`src/rtl/lcd_bus_master_if.sv`:
```
// Command/response handshake and HD44780-style pad signals of the LCD bus initiator.
// The LCD bus master uses the "master" modport. The command source and the LCD pads use "slave".
interface lcd_bus_master_if;
  // A command transfers on the clock edge where cmd_valid_i && cmd_ready_o.
  // After cmd_valid_i is raised, the command source holds it and the cmd fields stable until that edge.
  // The master only raises cmd_ready_o while idle.
  // rsp_valid_o and timeout_o are single-cycle pulses with no back-pressure.
  logic       cmd_valid_i;
  logic       cmd_ready_o;
  logic       cmd_rs_i;
  logic       cmd_rw_i;
  logic       cmd_poll_i;
  logic [7:0] cmd_dat_i8;
  logic       rsp_valid_o;
  logic [7:0] rsp_dat_o8;
  logic       timeout_o;
  logic       lcd_rs_o;
  logic       lcd_rw_o;
  logic       lcd_e_o;
  logic [7:0] lcd_dat_o8;
  logic       lcd_dat_oe_o;
  logic [7:0] lcd_dat_i8;

  modport master (
    input  cmd_valid_i, cmd_rs_i, cmd_rw_i, cmd_poll_i, cmd_dat_i8, lcd_dat_i8,
    output cmd_ready_o, rsp_valid_o, rsp_dat_o8, timeout_o,
           lcd_rs_o, lcd_rw_o, lcd_e_o, lcd_dat_o8, lcd_dat_oe_o
  );

  modport slave (
    output cmd_valid_i, cmd_rs_i, cmd_rw_i, cmd_poll_i, cmd_dat_i8, lcd_dat_i8,
    input  cmd_ready_o, rsp_valid_o, rsp_dat_o8, timeout_o,
           lcd_rs_o, lcd_rw_o, lcd_e_o, lcd_dat_o8, lcd_dat_oe_o
  );
endinterface

```
`src/rtl/lcd_bus_master.sv`:
```
// HD44780-style LCD bus initiator. It generates setup, E-pulse and cycle timing from a command,
// captures read data, and can optionally poll the busy flag (DB7) until it clears or times out.
module lcd_bus_master #(
  parameter int T_AS     = 2,
  parameter int T_EW     = 12,
  parameter int T_CYC    = 24,
  parameter int POLL_MAX = 65535
) (
  input  logic              sys_clk_i,
  input  logic              sys_rst_n_i,
  lcd_bus_master_if.master  bus,
  output logic [2:0]        dbg_state_o
);

  localparam int CW = $clog2(T_CYC + 1);
  localparam int PW = $clog2(POLL_MAX + 1);
  localparam logic [CW-1:0] E_RISE    = CW'(T_AS);
  localparam logic [CW-1:0] E_FALL    = CW'(T_AS + T_EW);
  localparam logic [CW-1:0] T_END     = CW'(T_CYC);
  localparam logic [PW-1:0] POLL_LAST = PW'(POLL_MAX - 1);

  typedef enum logic [2:0] {
    IDLE   = 3'd0,
    SETUP  = 3'd1,
    EHIGH  = 3'd2,
    EHOLD  = 3'd3,
    PSETUP = 3'd4,
    PEHIGH = 3'd5,
    PEHOLD = 3'd6
  } state_e;

  state_e        state_q, state_d;
  logic [CW-1:0] cyc_q, cyc_d;
  logic [PW-1:0] poll_cnt_q, poll_cnt_d;
  logic          rw_q, rw_d;
  logic          poll_q, poll_d;
  logic [7:0]    cap_q, cap_d;
  logic          e_q, e_d;
  logic          rs_q, rs_d;
  logic          lrw_q, lrw_d;
  logic [7:0]    dat_q, dat_d;
  logic          oe_q, oe_d;
  logic          rsp_valid_q, rsp_valid_d;
  logic [7:0]    rsp_dat_q, rsp_dat_d;
  logic          timeout_q, timeout_d;
  logic          start_poll;
  logic          finish;
  logic [CW-1:0] edge_num;

  // cyc_q holds the index of the last edge taken since the transaction started.
  // The edge being evaluated is therefore one later.
  assign edge_num = cyc_q + CW'(1);

  always_comb begin
    state_d     = state_q;
    cyc_d       = cyc_q + CW'(1);
    poll_cnt_d  = poll_cnt_q;
    rw_d        = rw_q;
    poll_d      = poll_q;
    cap_d       = cap_q;
    e_d         = e_q;
    rs_d        = rs_q;
    lrw_d       = lrw_q;
    dat_d       = dat_q;
    oe_d        = oe_q;
    rsp_valid_d = 1'b0;
    rsp_dat_d   = rsp_dat_q;
    timeout_d   = 1'b0;
    start_poll  = 1'b0;
    finish      = 1'b0;

    unique case (state_q)
      IDLE: begin
        cyc_d = '0;
        if (bus.cmd_valid_i) begin
          state_d    = SETUP;
          rw_d       = bus.cmd_rw_i;
          poll_d     = bus.cmd_poll_i;
          poll_cnt_d = '0;
          rs_d       = bus.cmd_rs_i;
          lrw_d      = bus.cmd_rw_i;
          oe_d       = ~bus.cmd_rw_i;
          if (!bus.cmd_rw_i) dat_d = bus.cmd_dat_i8;
        end
      end
      SETUP, PSETUP: begin
        if (edge_num == E_RISE) begin
          e_d     = 1'b1;
          state_d = (state_q == SETUP) ? EHIGH : PEHIGH;
        end
      end
      EHIGH, PEHIGH: begin
        if (edge_num == E_FALL) begin
          e_d     = 1'b0;
          cap_d   = bus.lcd_dat_i8;
          state_d = (state_q == EHIGH) ? EHOLD : PEHOLD;
        end
      end
      EHOLD: begin
        if (edge_num == T_END) begin
          if (rw_q) begin
            rsp_valid_d = 1'b1;
            rsp_dat_d   = cap_q;
          end
          start_poll = poll_q;
          finish     = ~poll_q;
        end
      end
      PEHOLD: begin
        if (edge_num == T_END) begin
          poll_cnt_d = poll_cnt_q + PW'(1);
          if (!cap_q[7]) begin
            finish = 1'b1;
          end else if (poll_cnt_q == POLL_LAST) begin
            timeout_d = 1'b1;
            finish    = 1'b1;
          end else begin
            start_poll = 1'b1;
          end
        end
      end
      default: state_d = IDLE;
    endcase

    // A poll reads the instruction register: RS=0, RW=1, and the pads are released.
    if (start_poll) begin
      state_d = PSETUP;
      cyc_d   = '0;
      rs_d    = 1'b0;
      lrw_d   = 1'b1;
      oe_d    = 1'b0;
    end
    if (finish) begin
      state_d = IDLE;
      cyc_d   = '0;
      lrw_d   = 1'b1;
      oe_d    = 1'b0;
    end
  end

  always_ff @(posedge sys_clk_i or negedge sys_rst_n_i) begin
    if (!sys_rst_n_i) begin
      state_q     <= IDLE;
      cyc_q       <= '0;
      poll_cnt_q  <= '0;
      rw_q        <= 1'b0;
      poll_q      <= 1'b0;
      cap_q       <= '0;
      e_q         <= 1'b0;
      rs_q        <= 1'b0;
      lrw_q       <= 1'b1;
      dat_q       <= '0;
      oe_q        <= 1'b0;
      rsp_valid_q <= 1'b0;
      rsp_dat_q   <= '0;
      timeout_q   <= 1'b0;
    end else begin
      state_q     <= state_d;
      cyc_q       <= cyc_d;
      poll_cnt_q  <= poll_cnt_d;
      rw_q        <= rw_d;
      poll_q      <= poll_d;
      cap_q       <= cap_d;
      e_q         <= e_d;
      rs_q        <= rs_d;
      lrw_q       <= lrw_d;
      dat_q       <= dat_d;
      oe_q        <= oe_d;
      rsp_valid_q <= rsp_valid_d;
      rsp_dat_q   <= rsp_dat_d;
      timeout_q   <= timeout_d;
    end
  end

  assign bus.cmd_ready_o  = (state_q == IDLE);
  assign bus.rsp_valid_o  = rsp_valid_q;
  assign bus.rsp_dat_o8   = rsp_dat_q;
  assign bus.timeout_o    = timeout_q;
  assign bus.lcd_rs_o     = rs_q;
  assign bus.lcd_rw_o     = lrw_q;
  assign bus.lcd_e_o      = e_q;
  assign bus.lcd_dat_o8   = dat_q;
  assign bus.lcd_dat_oe_o = oe_q;
  assign dbg_state_o      = state_q;

endmodule

```
`src/flat_wrapper.sv`:
```
// flat-port wrapper written by rule: the top's interface ports become plain ports
module lcd_bus_master_flat 
#(
  parameter int T_AS     = 2,
  parameter int T_EW     = 12,
  parameter int T_CYC    = 24,
  parameter int POLL_MAX = 65535
)
  (sys_clk_i, sys_rst_n_i, dbg_state_o, bus_cmd_valid_i, bus_cmd_rs_i, bus_cmd_rw_i, bus_cmd_poll_i, bus_cmd_dat_i8, bus_lcd_dat_i8, bus_cmd_ready_o, bus_rsp_valid_o, bus_rsp_dat_o8, bus_timeout_o, bus_lcd_rs_o, bus_lcd_rw_o, bus_lcd_e_o, bus_lcd_dat_o8, bus_lcd_dat_oe_o);
  lcd_bus_master_if bus_i ();
  input  logic sys_clk_i;
  input  logic sys_rst_n_i;
  output logic [2:0] dbg_state_o;
  input wire logic [$bits(bus_i.cmd_valid_i)-1:0] bus_cmd_valid_i;
  input wire logic [$bits(bus_i.cmd_rs_i)-1:0] bus_cmd_rs_i;
  input wire logic [$bits(bus_i.cmd_rw_i)-1:0] bus_cmd_rw_i;
  input wire logic [$bits(bus_i.cmd_poll_i)-1:0] bus_cmd_poll_i;
  input wire logic [$bits(bus_i.cmd_dat_i8)-1:0] bus_cmd_dat_i8;
  input wire logic [$bits(bus_i.lcd_dat_i8)-1:0] bus_lcd_dat_i8;
  output wire logic [$bits(bus_i.cmd_ready_o)-1:0] bus_cmd_ready_o;
  output wire logic [$bits(bus_i.rsp_valid_o)-1:0] bus_rsp_valid_o;
  output wire logic [$bits(bus_i.rsp_dat_o8)-1:0] bus_rsp_dat_o8;
  output wire logic [$bits(bus_i.timeout_o)-1:0] bus_timeout_o;
  output wire logic [$bits(bus_i.lcd_rs_o)-1:0] bus_lcd_rs_o;
  output wire logic [$bits(bus_i.lcd_rw_o)-1:0] bus_lcd_rw_o;
  output wire logic [$bits(bus_i.lcd_e_o)-1:0] bus_lcd_e_o;
  output wire logic [$bits(bus_i.lcd_dat_o8)-1:0] bus_lcd_dat_o8;
  output wire logic [$bits(bus_i.lcd_dat_oe_o)-1:0] bus_lcd_dat_oe_o;
  assign bus_i.cmd_valid_i = bus_cmd_valid_i;
  assign bus_i.cmd_rs_i = bus_cmd_rs_i;
  assign bus_i.cmd_rw_i = bus_cmd_rw_i;
  assign bus_i.cmd_poll_i = bus_cmd_poll_i;
  assign bus_i.cmd_dat_i8 = bus_cmd_dat_i8;
  assign bus_i.lcd_dat_i8 = bus_lcd_dat_i8;
  assign bus_cmd_ready_o = bus_i.cmd_ready_o;
  assign bus_rsp_valid_o = bus_i.rsp_valid_o;
  assign bus_rsp_dat_o8 = bus_i.rsp_dat_o8;
  assign bus_timeout_o = bus_i.timeout_o;
  assign bus_lcd_rs_o = bus_i.lcd_rs_o;
  assign bus_lcd_rw_o = bus_i.lcd_rw_o;
  assign bus_lcd_e_o = bus_i.lcd_e_o;
  assign bus_lcd_dat_o8 = bus_i.lcd_dat_o8;
  assign bus_lcd_dat_oe_o = bus_i.lcd_dat_oe_o;
  lcd_bus_master #(.T_AS(T_AS), .T_EW(T_EW), .T_CYC(T_CYC), .POLL_MAX(POLL_MAX)) u_core (.sys_clk_i(sys_clk_i), .sys_rst_n_i(sys_rst_n_i), .bus(bus_i), .dbg_state_o(dbg_state_o));
endmodule
```
`config.mk`:
```
export PLATFORM = sky130hd
export DESIGN_NAME = lcd_bus_master_flat
export DESIGN_NICKNAME = d
export VERILOG_FILES = /design/src/rtl/lcd_bus_master_if.sv /design/src/rtl/lcd_bus_master.sv /design/src/flat_wrapper.sv
export SDC_FILE = /design/constraint.sdc
export NUM_CORES = 1
export LEC_CHECK = 0
export CORE_UTILIZATION = 41
export CTS_CLUSTER_SIZE = 8
export DETAILED_ROUTE_END_ITERATION = 10
export PLACE_DENSITY = 0.75
export SYNTH_ARGS = -nofsm -noshare
export SYNTH_HDL_FRONTEND = slang
export SYNTH_SLANG_ARGS = --single-unit
```
`constraint.sdc`:
```
create_clock -name sys_clk_i -period 2.5 [get_ports sys_clk_i]
set_input_delay 0.5 -clock sys_clk_i [delete_from_list [all_inputs] [get_ports sys_clk_i]]
set_output_delay 0.5 -clock sys_clk_i [all_outputs]
set_load 0.05 [all_outputs]
```
==> results.toml, run 1 <==
[worst_setup_path]
cp_slowest_cell = "clkdlybuf4s50_1"
crit_type = "flop to primary output"
endpoint_kind = "primary output"
slowest_delay_ps = 890
crit_buf_inv = 1
crit_family = "buffers and inverters"
crit_chain = "clkdlybuf4s50_1"
crit_required_ps = 2000
path_max_fanout = 13
worst_ep_arrival_time_ps = 1850
critPathLaunchType = "flop"

[sta]
fin_setup_tns_ps = 0
finalSetupViolations = 0
setup_slack_ps = 152
hold_viol = 0
drv_slew = 0
post-route-min-period_ps = 2350
rsz0062_at_grt = "no"
slew_headroom = 0.534
fin_crit_sh = 0.939
fmaxAchievable_mhz = 426
skew_ps = 10.3
tightest_slew_ps = 700

[detailed_routing]
vias_per_cell = 5.40
first_pass_iters = 4
vias = 2258
detail_route.wl_per_cell_um = 13.8
drtAntennaViolNets = 0
wirelength_mm = 5.75
drc = 0
drtIter0Drc = 124

[grt]
grt_first_pass_wirelength_mm = 9.93
first_global_vias = 2218
antenna_found_initial = 0
grt_start_max_net_pins = 57
grt_usage = 0.169
overflow = 0

[power]
ir_drop_uv = 555
p_leak_nw = 1.44
power_density_nw_per_um2 = 1030

[yosys]
synth_area_sq_um = 2870
synth-edff-count = 0
syn_inst = 271
avgSynthCellArea_sq_um = 10.6
synth.largest_area_cell = "dfrtp_1"
mappedNetlistNets = 298
ys_ff_latch = 56
yosysSeqAreaShare = 0.488
synth-async-reset-ratio = 1.00
yosys.area.top_type_share = 0.479
yosysWarningCount = 0
synthTopCellsByArea = "dfrtp_1, mux2_2, nand2_1"
synth_ff_type = "dfrtp_1"
yosysUniqueCellTypes = 56
synth_commonest_cells = "dfrtp_1, nand2_1, mux2_2, a21oi_1"
yosysMostFrequentCell = "dfrtp_1"

[clocking]
cts_sinks = 56
cts_buffer_depth = 2
cts_tree = "done"
cts.clk_slew.worst_paths_ps = 100
cts_root_buffer = "clkbuf_8"
clk_latency_ps = 310
cts.repair.resized = 0
numCtsBuffers = 5
post_cts_buffers = 0
hold_buffers = 0
htreeDepth = 2

[place]
gp_congestion = 0.790
hpwl_mm = 4.02
io_buffers = 47
place_worst_setup_slack_ps = 16.4

[floorplan]
start_util = 0.423
coreArea_sq_um = 6790
die-area_sq_um = 7340
die-height_um = 85.7
die_w_um = 85.7
pin_count = 48
row_count = 30

[cells_and_area]
multiInputGateArea_sq_um = 1360
fin_nets = 348
antennaDiodeCount = 0
filler_cell_count = 600
drive_gt1_frac = 0.180
syn2layout_area_growth_pct = 25.4
register_area_sq_um = 1400

[worst_hold_path]
min_path_type = "primary input to async pin"

[status]
outcome = "finished clean"

[run]
cap_violations = 0
==> logic make-up (layout without fill, tap and decap cells) <==
family | after synthesis | after routing | synth area share
adders and majority gates | 5 | 5 | 0.0218
buffers and inverters | 25 | 76 | 0.0392
AOI/OAI and AO/OA | 59 | 59 | 0.150
and+or+nand+nor | 98 | 98 | 0.191
xor gates and xnor gates | 3 | 3 | 0.0118
DFF | 56 | 56 | 0.488
muxes | 25 | 25 | 0.0976
==> cells in the final DEF (no fill, tap or decap), drive strengths merged, types with 3 or more instances in the layout <==
master	Yosys	final
clkbuf	8	5
nand2b	3	3
mux2	24	24
ha	5	5
or2	3	3
o21ai	6	6
nor2	12	12
nand4	5	5
clkdlybuf4s50	0	45
nor3	4	4
nand2	28	28
or4	11	11
or3	5	5
buf	6	12
o31ai	13	13
dfrtp	55	55
inv	10	10
nand3	14	14
a21oi	21	21
clkinv	1	3
a31oi	3	3
==> routing by layer <==
metal	track usage	up-vias	share of wire
met2	0.274	63	0.46
met4	0.0561	0	0.014
met5	0	-	0
li1	-	1097	-
met1	0.220	1092	0.47
met3	0.0433	6	0.062
==> report_power, final <==
group / total (mW) / internal [mW] / switching [mW]
logic: 1.66 / 0.668 / 0.996
registers: 1.42 / 1.18 / 0.233
clock network: 0.610 / 0.302 / 0.308
total: 3.69 / 2.15 / 1.54
==> final cells by class <==
type                       instances  share of cell area
clock inverter                     3              0.0132
inverter                          11              0.0115
sequential                        56               0.390
clock buffer                       5              0.0191
timing repair buffer              57               0.156
multi-input combinational        190               0.377
tap                               96              0.0334
==> stage by stage <==
stage                     hold WS [ps]  std cells   util  instance area [sq um]  total power [mW]
after CTS                          339        418  0.530                   3600              3.71
final                              310        418  0.530                   3600              3.69
after detailed placement           475        410  0.513                   3480              3.10
after global placement             464        410  0.513                   3480              3.05
after global routing               377        418  0.530                   3600              3.91
after floorplan                    204        271      -                   2870              2.58
==> state kept, by name, indices dropped and copies added, names as in the netlist <==
name                     cells
u_core.bus.lcd_dat_o8        8
u_core.bus.lcd_dat_oe_o      1
u_core.bus.lcd_e_o           1
u_core.bus.lcd_rs_o          1
u_core.bus.lcd_rw_o          1
u_core.bus.rsp_dat_o8        8
u_core.bus.rsp_valid_o       1
u_core.bus.timeout_o         1
u_core.cap_q                 8
u_core.cyc_q                 5
u_core.dbg_state_o           3
u_core.poll_cnt_q           16
u_core.poll_q                1
u_core.rw_q                  1
==> final timing paths <==
check | slack (ps) | depth (start not counted) | from | end
max reg2reg | 190 | 6 | u_core.cyc_q[0]$_DFF_PN0_ | u_core.cap_q[0]$_DFFE_PN0P_
min reg2reg | 500 | 1 | u_core.cap_q[2]$_DFFE_PN0P_ | u_core.cap_q[2]$_DFFE_PN0P_
max in group asynchronous | 1740 | 2 | sys_rst_n_i | u_core.bus.lcd_dat_o8[4]$_DFFE_PN0P_
min in group sys_clk_i | 500 | 1 | u_core.cap_q[2]$_DFFE_PN0P_ | u_core.cap_q[2]$_DFFE_PN0P_
max | 150 | 1 | u_core.dbg_state_o[1]$_DFFE_PN0P_ | dbg_state_o[1]
min | 310 | 2 | sys_rst_n_i | u_core.poll_cnt_q[8]$_DFFE_PN0P_
(Power assumes the default switching activity.)
==> inputs of run 2 (changes only) <==
--- a/config.mk
+++ b/config.mk
@@ -5,10 +5,12 @@
 export SDC_FILE = /design/constraint.sdc
 export NUM_CORES = 1
 export LEC_CHECK = 0
+export CELL_PAD_IN_SITES_DETAIL_PLACEMENT = 0
+export CELL_PAD_IN_SITES_GLOBAL_PLACEMENT = 1
 export CORE_UTILIZATION = 41
 export CTS_CLUSTER_SIZE = 8
 export DETAILED_ROUTE_END_ITERATION = 10
-export PLACE_DENSITY = 0.75
+export PLACE_DENSITY = 0.9
 export SYNTH_ARGS = -nofsm -noshare
 export SYNTH_HDL_FRONTEND = slang
 export SYNTH_SLANG_ARGS = --single-unit
==> run 2 against run 1 <==
Register-to-register slack got worse by 40 ps. Global-route usage is 0.26 points higher. Fmax about the same. Largest power group unchanged. Wire length up 1.4%. Utilization is 0.055 points higher. Sequential share of layout area about the same. Power decreased by 2.4%. Clock power decreased by 14%.
==> results.toml, run 2 (synthesis gave the netlist of run 1 again) <==
[power]
switching_share = 0.424
pwr-share-comb = 0.455
p_int_mw = 2.07
ir_drop_uv = 696
p_leak_nw = 1.44
seqPwrFrac = 0.399
p_sw_mw = 1.53
clockPowerShare = 0.146
power_density_nw_per_um2 = 1000

[detailed_routing]
drtAntennaViolNets = 0
detail_route.wl_per_cell_um = 13.8
first_pass_iters = 4
vias = 2254
drc = 0
wirelength_mm = 5.83
drtIter0Drc = 97
vias_per_cell = 5.35

[floorplan]
die_w_um = 85.7
row_count = 30
start_util = 0.423
die-height_um = 85.7
pin_count = 48
coreArea_sq_um = 6790
die-area_sq_um = 7340

[worst_setup_path]
startpoint = "u_core.cyc_q[1]$_DFF_PN0_"
crit_required_ps = 2710
cp_slowest_cell = "dfrtp_1"
crit_chain = "ha_1 -> nand2b_1 -> o21bai_1 -> a211o_1 -> a21oi_4 -> mux2_2"
path_max_fanout = 9
slowest_delay_ps = 450
critPathLaunchType = "flop"
crit_type = "flop to flop"
endpoint_kind = "flop"
worst_ep_arrival_time_ps = 2560
r2r_start = "u_core.cyc_q[1]$_DFF_PN0_"

[cells_and_area]
regMostFlops = "u_core.poll_cnt_q"
post-route-cell-area_sq_um = 3600
antennaDiodeCount = 0
layout_commonest_cell = "dfrtp_1"
largest_reg_flops = 16
syn2layout_area_growth_pct = 25.5
drive_gt1_frac = 0.188
multiInputGateArea_sq_um = 1360
filler_cell_count = 596
register_area_sq_um = 1400
mostFrequentLayoutCells = "dfrtp_1, clkdlybuf4s50_1, nand2_1, mux2_2, a21oi_1"
fin_nets = 351

[grt]
grt_first_pass_wirelength_mm = 10.0
first_global_vias = 2179
overflow = 0
antenna_found_initial = 0
grt_start_max_net_pins = 32
grt_usage = 0.171

[clocking]
cts_root_buffer = "clkbuf_8"
cts.clk_slew.worst_paths_ps = 100
cts_buffer_depth = 2
cts.repair.resized = 0
htreeDepth = 2
hold_buffers = 0
post_cts_buffers = 0
cts_sinks = 56
numCtsBuffers = 5
cts_tree = "done"
clk_latency_ps = 310

[status]
outcome = "finished clean"

[run]
cap_violations = 0

[sta]
setup_slack_ps = 150
fin_setup_tns_ps = 0
fin_crit_sh = 0.940
rsz0062_at_grt = "no"
skew_ps = 5.88
drv_slew = 0
finalSetupViolations = 0
hold_viol = 0
post-route-min-period_ps = 2350
tightest_slew_ps = 538
slew_headroom = 0.640
fmaxAchievable_mhz = 425

[place]
hpwl_mm = 4.20
io_buffers = 47
gp_congestion = 0.808
dpl_cell_area_sq_um = 3510
place_worst_setup_slack_ps = 14.8

[worst_hold_path]
min_path_type = "primary input to async pin"
## run 2: cell count changes in the layout (fill, tap and decap cells not counted)
cell / before / now
clkinvlp_4: 0 / 2
buf_4: 9 / 12
clkinv_4: 2 / 0
bufinv_16: 1 / 0
clkbuf_8: 5 / 6
## run 2: per-layer routing
layer  GRT usage  routed length, um  vias to the layer above
met3      0.0520                371                        7
met2       0.260               2650                       52
met5           0                  0                        -
li1            -                  -                     1095
met1       0.235               2740                     1100
met4      0.0545                 75                        0
## run 2: area by class of cell
type	instances	area share
clock buffers	6	0.0229
clock inverters	2	0.00417
inverters	11	0.0115
multi-input cells	190	0.376
flip-flops and latches	56	0.389
well taps	96	0.0333
repair buffers	60	0.162
## run 2: path summary, 6_finish.rpt
kind	to	slack, ps	cells after the start
min reg2reg	u_core.cap_q[2]$_DFFE_PN0P_	500	1
max	u_core.cap_q[7]$_DFFE_PN0P_	150	6
max in group asynchronous	u_core.bus.lcd_rw_o$_DFFE_PN1P_	2000	2
min in group sys_clk_i	u_core.cap_q[2]$_DFFE_PN0P_	500	1
max reg2reg	u_core.cap_q[7]$_DFFE_PN0P_	150	6
min	u_core.cyc_q[2]$_DFF_PN0_	180	2
## run 2: critical path: cells and delay by family (launching register included)
family	cells	cell delay, ps
AO/OA/AOI/OAI	3	850
flip-flops	1	450
multiplexers	1	380
adder cells (fa/ha/maj)	1	330
AND/OR/NAND/NOR	1	230
## run 2: power groups by stage
stage          Clock, mW  Sequential, mW  Combinational (mW)
2_1_floorplan          0            1.81               0.772
3_3_place_gp           0            1.44                1.62
3_5_place_dp           0            1.45                1.64
4_1_cts            0.545            1.44                1.66
5_1_grt            0.576            1.49                1.77
6_report           0.527            1.44                1.64
## run 2: through the flow
stage          power [mW]  hold WS (ps)  std cells  utilization
6_report             3.60           185        421        0.530
5_1_grt              3.83           216        421        0.530
4_1_cts              3.64           196        421        0.530
3_5_place_dp         3.10           477        413        0.516
3_3_place_gp         3.06           464        413        0.516
2_1_floorplan        2.58           204        271            -
==> inputs of run 3 (changes only) <==
--- a/config.mk
+++ b/config.mk
@@ -5,12 +5,13 @@
 export SDC_FILE = /design/constraint.sdc
 export NUM_CORES = 1
 export LEC_CHECK = 0
+export ABC_AREA = 1
 export CELL_PAD_IN_SITES_DETAIL_PLACEMENT = 0
 export CELL_PAD_IN_SITES_GLOBAL_PLACEMENT = 1
-export CORE_UTILIZATION = 41
+export CORE_UTILIZATION = 40
 export CTS_CLUSTER_SIZE = 8
 export DETAILED_ROUTE_END_ITERATION = 10
-export PLACE_DENSITY = 0.9
+export PLACE_DENSITY = 0.91
 export SYNTH_ARGS = -nofsm -noshare
 export SYNTH_HDL_FRONTEND = slang
 export SYNTH_SLANG_ARGS = --single-unit
==> run 3 against run 2 <==
Utilization down 1.4 points. Fmax up 5.5%. First-iteration DRC count down 1.0%. Non-clock buffer count down 10. Critical path type is now flop to primary output. Largest power group unchanged. Highest routed layer unchanged.
==> results.toml, run 3 <==
[yosys]
mappedNetlistNets = 368
avgSynthCellArea_sq_um = 8.49
synth_commonest_cells = "nand2_1, dfrtp_1, inv_1, nor2_1, nand3_1"
yosysWarningCount = 0
synth-async-reset-ratio = 1.00
yosys.area.top_type_share = 0.476
synthTopCellsByArea = "dfrtp_1, nand2_1, inv_1"
syn_inst = 341
synth_area_sq_um = 2890
synth.largest_area_cell = "dfrtp_1"
yosysUniqueCellTypes = 31
yosysSeqAreaShare = 0.485
synth_ff_type = "dfrtp_1"
ys_ff_latch = 56
synth-edff-count = 0
yosysMostFrequentCell = "nand2_1"

[power]
p_int_mw = 1.90
switching_share = 0.428
pwr-share-comb = 0.443
power_density_nw_per_um2 = 932
p_sw_mw = 1.42
seqPwrFrac = 0.377
clockPowerShare = 0.180
p_leak_nw = 1.67
ir_drop_uv = 740

[sta]
slew_headroom = 0.610
post-route-min-period_ps = 2230
drv_slew = 0
rsz0062_at_grt = "no"
fin_setup_tns_ps = 0
setup_slack_ps = 271
fmaxAchievable_mhz = 449
tightest_slew_ps = 579
fin_crit_sh = 0.892
finalSetupViolations = 0
skew_ps = 3.76
hold_viol = 0

[worst_setup_path]
critPathLaunchType = "flop"
crit_required_ps = 2000
worst_ep_arrival_time_ps = 1730
crit_family = "buffers and inverters"
crit_chain = "clkdlybuf4s50_1"
slowest_delay_ps = 870
crit_buf_inv = 1
crit_type = "flop to primary output"
endpoint_kind = "primary output"
path_max_fanout = 9
cp_slowest_cell = "clkdlybuf4s50_1"

[floorplan]
row_count = 30
die-height_um = 87.1
coreArea_sq_um = 6910
pin_count = 48
die-area_sq_um = 7580
start_util = 0.419
die_w_um = 87.1

[detailed_routing]
vias_per_cell = 4.72
detail_route.wl_per_cell_um = 11.7
vias = 2303
drtAntennaViolNets = 0
wirelength_mm = 5.73
first_pass_iters = 4
drc = 0
drtIter0Drc = 96

[grt]
grt_first_pass_wirelength_mm = 10.0
antenna_found_initial = 0
grt_usage = 0.168
overflow = 0
first_global_vias = 2302
grt_start_max_net_pins = 38

[clocking]
htreeDepth = 2
cts_tree = "done"
numCtsBuffers = 5
cts_sinks = 56
cts.clk_slew.worst_paths_ps = 100
cts_buffer_depth = 2
clk_latency_ps = 310
post_cts_buffers = 0
cts_root_buffer = "clkbuf_8"

[place]
io_buffers = 47
dp_cells = 480
dpl_cell_area_sq_um = 3450
hpwl_mm = 4.28
place_worst_setup_slack_ps = 394
gp_congestion = 0.874

[cells_and_area]
largest_reg_flops = 16
fin_cells = 488
antennaDiodeCount = 0
post-route-cell-area_sq_um = 3560
syn2layout_area_growth_pct = 23.2
regMostFlops = "u_core.poll_cnt_q"
mostFrequentLayoutCells = "nand2_1, dfrtp_1, clkdlybuf4s50_1, inv_1, nor2_1"
drive_gt1_frac = 0.107
fin_nets = 418
layout_commonest_cell = "nand2_1"

[status]
outcome = "finished clean"

[run]
cap_violations = 0

[worst_hold_path]
min_path_type = "primary input to async pin"
[run 3: cell count changes in the layout (fill, tap and decap cells not counted), sizes merged, moves of 5 or more]
cell and delta:
nand2 +83, inv +28, nor2 +25, mux2 -16, o21ai +13, o31ai -13
buf -11, or4 -11, a21oi -9, xor2 +9, nand3 +5, or3 -5
[run 3: layer usage]
layer / up-vias / track usage / wire, um
li1: 1175 / - / -
met1: 1059 / 0.208 / 2690
met2: 62 / 0.284 / 2670
met3: 7 / 0.0389 / 297
met4: 0 / 0.0667 / 76
met5: - / 0 / 0
[run 3: cell families (layout without fill, tap and decap cells)]
family	count (synthesis)	in the layout	synth area share
adders and majority gates	5	5	0.0216
muxes	8	8	0.0311
DFF	56	56	0.485
AOI/OAI and AO/OA	38	38	0.0821
xor gates and xnor gates	10	10	0.0303
buffers and inverters	44	95	0.0700
and+or+nand+nor	180	180	0.280
[run 3: final cells by class]
class	instances	area [sq um]
clock buffers	6	72.6
fillers	667	3340
flip-flops and latches	56	1400
well taps	96	120
inverters	37	139
multi-input cells	241	1290
repair buffers	50	503
clock inverters	2	38.8
[run 3: worst paths after layout]
path | from | to | slack, ps | depth (start not counted)
max in group asynchronous | sys_rst_n_i | u_core.bus.lcd_rw_o$_DFFE_PN1P_ | 1750 | 2
min in group sys_clk_i | u_core.bus.lcd_rw_o$_DFFE_PN1P_ | u_core.bus.lcd_rw_o$_DFFE_PN1P_ | 480 | 2
max reg2reg | u_core.cyc_q[0]$_DFF_PN0_ | u_core.bus.rsp_dat_o8[4]$_DFFE_PN0P_ | 530 | 10
min | sys_rst_n_i | u_core.cyc_q[4]$_DFF_PN0_ | 130 | 1
max | u_core.dbg_state_o[0]$_DFFE_PN0P_ | dbg_state_o[0] | 270 | 1
min reg2reg | u_core.bus.lcd_rw_o$_DFFE_PN1P_ | u_core.bus.lcd_rw_o$_DFFE_PN1P_ | 480 | 2
[run 3: timing repair]
action                     4_1_cts  5_1_grt
hold buffers                     0        0
setup endpoints to repair        0        1
gates resized for setup          0        1
[run 3: stage by stage]
step                hold WS (ps)   util  power [mW]
floorplan                    204      -        2.34
finish                       132  0.516        3.32
global route                 166  0.516        3.52
detailed placement           458  0.500        2.75
global placement             451  0.500        2.71
CTS                          143  0.516        3.36
[run 3: power by group through the flow]
| stage | logic, mW | registers, mW | clock network, mW |
|---|---|---|---|
| 6_report | 1.47 | 1.25 | 0.599 |
| 5_1_grt | 1.59 | 1.28 | 0.652 |
| 4_1_cts | 1.49 | 1.25 | 0.626 |
| 3_5_place_dp | 1.48 | 1.27 | 0 |
| 3_3_place_gp | 1.46 | 1.25 | 0 |
| 2_1_floorplan | 0.731 | 1.61 | 0 |
